==> config.mk <==
export PLATFORM = sky130hd
export DESIGN_NAME = game_controller
export DESIGN_NICKNAME = d
export VERILOG_FILES = /design/src/rtl/game_controller_pkg.sv /design/src/rtl/game_controller_frame_timer.sv /design/src/rtl/game_controller.sv
export SDC_FILE = /design/constraint.sdc
export NUM_CORES = 1
export LEC_CHECK = 0
export ABC_AREA = 1
export CORE_MARGIN = 10
export CORE_UTILIZATION = 55
export DETAILED_ROUTE_END_ITERATION = 12
export PLACE_DENSITY = 0.92
export SKIP_CTS_REPAIR_TIMING = 1
export SLEW_MARGIN = 20
export SYNTH_ARGS = -nofsm -noshare
export SYNTH_HDL_FRONTEND = slang
export SYNTH_SLANG_ARGS = --single-unit
==> constraint.sdc <==
create_clock -name CLOCK_50 -period 5.1 [get_ports CLOCK_50]
set_input_delay 1.53 -clock CLOCK_50 [delete_from_list [all_inputs] [get_ports CLOCK_50]]
set_output_delay 1.53 -clock CLOCK_50 [all_outputs]
set_load 0.05 [all_outputs]
==> src/rtl/game_controller_pkg.sv <==
// rtl/game_controller_pkg.sv - shared state encoding, widths and defaults for the game controller
package game_controller_pkg;

    typedef enum logic [1:0] {
        ST_IDLE   = 2'd0,
        ST_PLAY   = 2'd1,
        ST_INVULN = 2'd2,
        ST_OVER   = 2'd3
    } state_t;

    localparam int SCORE_W = 10;
    localparam int LIVES_W = 2;
    localparam int TIMER_W = 8;

    localparam int LIVES_INIT_DEF    = 3;
    localparam int INVULN_FRAMES_DEF = 60;
    localparam int SCORE_MAX_DEF     = 999;

    function automatic logic [SCORE_W-1:0] sat_inc(input logic [SCORE_W-1:0] value,
                                                    input logic [SCORE_W-1:0] cap);
        return (value >= cap) ? cap : value + SCORE_W'(1);
    endfunction

endpackage

==> src/rtl/game_controller_frame_timer.sv <==
// rtl/game_controller_frame_timer.sv - loadable frame-tick down-counter for the post-crash grace period
module frame_timer
    import game_controller_pkg::*;
#(
    parameter int WIDTH = TIMER_W
) (
    input  logic             clk,
    input  logic             rst,
    input  logic             load,
    input  logic [WIDTH-1:0] load_value,
    input  logic             tick,
    output logic             done
);

    localparam logic [WIDTH-1:0] ONE = WIDTH'(1);

    logic [WIDTH-1:0] count;

    always_ff @(posedge clk or posedge rst) begin
        if (rst) begin
            count <= '0;
        end else if (load) begin
            count <= load_value;
        end else if (tick && count != '0) begin
            count <= count - ONE;
        end
    end

    // Flags the last frame: the tick that arrives now ends the grace period.
    assign done = (count == ONE);

endmodule

==> src/rtl/game_controller.sv <==
// rtl/game_controller.sv - game FSM: score, lives, high score, grace period and respawn requests
module game_controller
    import game_controller_pkg::*;
#(
    parameter int LIVES_INIT    = LIVES_INIT_DEF,
    parameter int INVULN_FRAMES = INVULN_FRAMES_DEF,
    parameter int SCORE_MAX     = SCORE_MAX_DEF
) (
    input  logic               CLOCK_50,
    input  logic               reset,
    input  logic               start,
    input  logic               frame_tick,
    input  logic               coin_hit,
    input  logic               police_hit,
    output logic               detect_en,
    output logic [SCORE_W-1:0] score,
    output logic [SCORE_W-1:0] high_score,
    output logic [LIVES_W-1:0] lives,
    output logic               respawn_coin,
    output logic               respawn_police,
    output logic               flash,
    output logic               game_over
);

    localparam logic [SCORE_W-1:0] SCORE_CAP   = SCORE_W'(SCORE_MAX);
    localparam logic [LIVES_W-1:0] LIVES_START = LIVES_W'(LIVES_INIT);
    localparam logic [TIMER_W-1:0] GRACE       = TIMER_W'(INVULN_FRAMES);

    state_t             state, state_next;
    logic [SCORE_W-1:0] score_next, high_next;
    logic [LIVES_W-1:0] lives_next;
    logic               coin_next, police_next;
    logic               detect_next, flash_next, over_next;
    logic               timer_load, timer_tick, timer_done;

    frame_timer #(.WIDTH(TIMER_W)) u_grace (
        .clk        (CLOCK_50),
        .rst        (reset),
        .load       (timer_load),
        .load_value (GRACE),
        .tick       (timer_tick),
        .done       (timer_done)
    );

    assign timer_tick = frame_tick && (state == ST_INVULN);

    always_ff @(posedge CLOCK_50 or posedge reset) begin
        if (reset) begin
            state          <= ST_IDLE;
            score          <= '0;
            high_score     <= '0;
            lives          <= '0;
            respawn_coin   <= 1'b0;
            respawn_police <= 1'b0;
            detect_en      <= 1'b0;
            flash          <= 1'b0;
            game_over      <= 1'b0;
        end else begin
            state          <= state_next;
            score          <= score_next;
            high_score     <= high_next;
            lives          <= lives_next;
            respawn_coin   <= coin_next;
            respawn_police <= police_next;
            detect_en      <= detect_next;
            flash          <= flash_next;
            game_over      <= over_next;
        end
    end

    always_comb begin
        state_next  = state;
        score_next  = score;
        lives_next  = lives;
        high_next   = high_score;
        coin_next   = 1'b0;
        police_next = 1'b0;
        timer_load  = 1'b0;
        unique case (state)
            ST_IDLE, ST_OVER: begin
                if (start) begin
                    state_next = ST_PLAY;
                    score_next = '0;
                    lives_next = LIVES_START;
                end
            end
            ST_PLAY: begin
                if (coin_hit) begin
                    score_next = sat_inc(score, SCORE_CAP);
                    coin_next  = 1'b1;
                end
                if (police_hit) begin
                    police_next = 1'b1;
                    if (lives > LIVES_W'(1)) begin
                        lives_next = lives - LIVES_W'(1);
                        timer_load = 1'b1;
                        state_next = ST_INVULN;
                    end else begin
                        lives_next = '0;
                        state_next = ST_OVER;
                    end
                end
            end
            ST_INVULN: begin
                if (coin_hit) begin
                    score_next = sat_inc(score, SCORE_CAP);
                    coin_next  = 1'b1;
                end
                if (frame_tick && timer_done) begin
                    state_next = ST_PLAY;
                end
            end
        endcase
        // score_next already includes a coin taken on the fatal cycle.
        if (state_next == ST_OVER && state != ST_OVER && score_next > high_score) begin
            high_next = score_next;
        end
    end

    always_comb begin
        detect_next = (state_next == ST_PLAY) || (state_next == ST_INVULN);
        flash_next  = (state_next == ST_INVULN);
        over_next   = (state_next == ST_OVER);
    end

endmodule

==> flow_metrics.env <==
export IMPL_syn_area_sq_um=2300
export IMPL_ir_worst_vdd_v=0.000213
export IMPL_die_area_sq_um=7180
export IMPL_clock_sinks=37
export IMPL_wire_per_inst_microns=14.2
export IMPL_synth_compound_area_frac=0.0847
export IMPL_clk_insertion_delay_late_ps=290
export IMPL_placed_area_sq_um=2660
export IMPL_drc=0
export IMPL_setup_violations=0
export IMPL_htreeDepth=2
export IMPL_grt_max_degree=26
export IMPL_cts_buffer_depth=2
export IMPL_die_w_microns=84.7
export IMPL_root_buffer="clkbuf_8"
export IMPL_ios=33
export IMPL_synth_seq_cells=37
export IMPL_synth_simple_area_share=0.306
export IMPL_worstSetupPathType="primary input to register"
export IMPL_cts_tree="built"
export IMPL_syn_nets=318
export IMPL_p_int_w=0.000688
export IMPL_worst_setup_path_end_kind="register"
export IMPL_synth_top_family_by_area="simple AND/OR/NAND/NOR gates"
export IMPL_finalNetCount=354
export IMPL_final_util=0.681
export IMPL_area_growth_pct=19.1
export IMPL_finalCritPeriodShare=0.752
export IMPL_layout_drive_gt1_share=0.124
export IMPL_dp_final_hpwl_microns=4100
export IMPL_leakage_nw=1.35
export IMPL_synth_xor_area_frac=0.0152
export IMPL_rsz0062_at_grt="false"
export IMPL_syn_inst=294
export IMPL_cp_data_required_time_ps=5290
export IMPL_fmax_mhz=261
export IMPL_period_needed_ps=3830
export IMPL_gp_congestion=0.963
export IMPL_track_usage=0.155
export IMPL_worst_pin_slew_ps=917
export IMPL_numPortBuffers=32
export IMPL_avgSynthCellArea_sq_um=7.83
export IMPL_start_util=0.572
export IMPL_grt_pass1_wl_microns=9330
export IMPL_netlist_top_cells_area="dfrtp_1 (40%), nand2_1 (13%), ha_1 (9.8%), inv_1 (6.7%), nand3_1 (3.9%)"
export IMPL_grt_ovfl_total=0
export IMPL_powerDensity_nw_per_um2=498
export IMPL_finClkSkew_ps=5.41
export IMPL_diodes=0
export IMPL_p_sw_w=0.000677
export IMPL_vias_per_cell=5.41
export IMPL_dr_pass1_iters=4
export IMPL_holdWs_ps=518
export IMPL_drtIter0Drc=214
export IMPL_critPathMaxFanout=12
export IMPL_fillers=316
export IMPL_synth_fa_ha_area_frac=0.0978
export IMPL_rows=23
export IMPL_ant_nets=0
export IMPL_cp_arrival_ps=4020
export IMPL_grt_pass1_vias=1996
export IMPL_fin_setup_tns_ps=0
export IMPL_die_h_microns=84.7
export IMPL_outcome="complete, no violations"
export IMPL_ys_seq_area_frac=0.402
export IMPL_routed_wl_microns=5400
export IMPL_num_vias=2063
export IMPL_core_sq_um=4030
export IMPL_cap_violations=0
export IMPL_p_total_w=0.00137
export IMPL_clk_pin_slew_ps=80
export IMPL_combPwrFrac=0.525
export IMPL_stdcell_area_sq_um=2740
export IMPL_yosysTopAreaCell="dfrtp_1"
export IMPL_slew_violations=0
export IMPL_clkPwrFrac=0.150
export IMPL_seqPwrFrac=0.325
export IMPL_relSlewSlack=0.388
export IMPL_cts_buffers=5
export IMPL_hp_class="register to register"
export IMPL_grt_antenna_before_repair=0
export IMPL_synth_top_area_share=0.402
export IMPL_yosysWarnings=0
export IMPL_switching_share=0.496
export IMPL_cp_start_kind="primary input"
export IMPL_synth_mux_area_frac=0
export IMPL_hold_viol_final=0
export IMPL_ys_types=31
[worst paths after layout]
path                               start             to  slack, ps  cells past startpoint
worst max register to register  state[0]  high_score[2]       2110                     17
min in group asynchronous          reset       state[0]       1730                      2
max in group asynchronous          reset          flash       2660                      3
worst min register to register  lives[0]       lives[0]        520                      1
worst max-delay path            coin_hit  high_score[2]       1270                     17
worst min-delay path            lives[0]       lives[0]        520                      1
[flip-flops by register name (all words and copies together), names as in the netlist]
name	cells
score	10
lives	2
respawn_police	1
respawn_coin	1
u_grace.count	8
high_score	10
state	2
detect_en	1
flash	1
game_over	1
[worst max-delay path: stages]
cell and delay (ps):
clkdlybuf4s50_1 600, nand2_1 160, inv_2 120, nand3_1 80
nand2_1 60, nand4_1 160, and2_1 230, ha_1 310
nand2_2 80, nor2_4 130, nand3_2 80, nor2_2 100
nor2_2 50, nand2_4 110, inv_4 100, nand2_1 80
nand2_1 50
[layout by cell type, fill, tap and decap left out]
master            n
clkinvlp_4        1
and2_1            2
o31ai_1           1
nor2_4            3
o21ai_1           8
a22oi_1           1
nor2_2            6
clkbuf_8          5
clkinv_2          2
o21ai_0          10
clkdlybuf4s50_1  32
a21oi_1           9
o22ai_1           2
or2_2             1
nor2_1           16
nand2_4           1
buf_4             1
nand4_1           7
inv_4             1
nand3_1          18
inv_1            41
xor2_1            3
a21boi_1          1
nand3_2           4
nand4_2           1
a21o_1            1
xnor2_1           1
nand2_2           8
o21ai_2           2
ha_1             18
inv_2             5
dfrtp_1          37
nand2_1          82
[synthesized netlist by cell type]
cell type	number
nor2_2	6
ha_1	18
nand2_4	1
inv_1	41
inv_4	1
and2_1	2
a22oi_1	1
nand3_2	4
a21boi_1	1
nand2_1	82
xnor2_1	1
or2_2	1
o31ai_1	1
o21ai_1	8
dfrtp_1	37
o21ai_0	10
a21oi_1	9
buf_2	2
a21o_1	1
nor2_1	16
inv_2	5
nand4_2	1
xor2_1	3
buf_12	1
nor2_4	3
nand3_1	18
o21ai_2	2
nand2_2	8
buf_4	1
o22ai_1	2
nand4_1	7
[cell type report]
| cell class | instances | area (sq um) | area share |
|---|---|---|---|
| repair buffers | 33 | 328 | 0.120 |
| well taps | 50 | 62.6 | 0.0228 |
| flip-flops and latches | 37 | 926 | 0.338 |
| inverters | 47 | 179 | 0.0652 |
| clock buffers | 5 | 68.8 | 0.0251 |
| multi-input cells | 206 | 1160 | 0.423 |
| clock inverters | 3 | 17.5 | 0.00639 |
[metal layers]
layer | vias up | track usage | part of all wire
li1 | 1008 | - | -
met1 | 955 | 0.185 | 0.41
met2 | 90 | 0.249 | 0.48
met3 | 10 | 0.0483 | 0.087
met4 | 0 | 0.0719 | 0.021
met5 | - | 0 | 0
[power by group through the flow]
stage,combinational (W),clock [W],sequential [W]
final,0.000717,0.000205,0.000443
after global routing,0.000788,0.000222,0.000452
after CTS,0.000715,0.000209,0.000442
after detailed placement,0.000703,0,0.000447
after global placement,0.000685,0,0.000441
after floorplan,0.000367,0,0.000581
[cells by family (layout without fill, tap and decap cells)]
logic type	count (synthesis)	count (layout)
AND/OR/NAND/NOR	149	149
XOR/XNOR	4	4
flip-flops	37	37
adder cells (fa/ha/maj)	18	18
AO/OA/AOI/OAI	35	35
buffers and inverters	51	88
[per-stage QoR]
stage / worst slack [ps] / std cells
6_report: 1270 / 381
5_1_grt: 1080 / 381
4_1_cts: 1310 / 381
3_5_place_dp: 1040 / 373
3_3_place_gp: 1090 / 373
2_1_floorplan: 1830 / 294
Note: power is estimated with default switching activity, not from simulation.
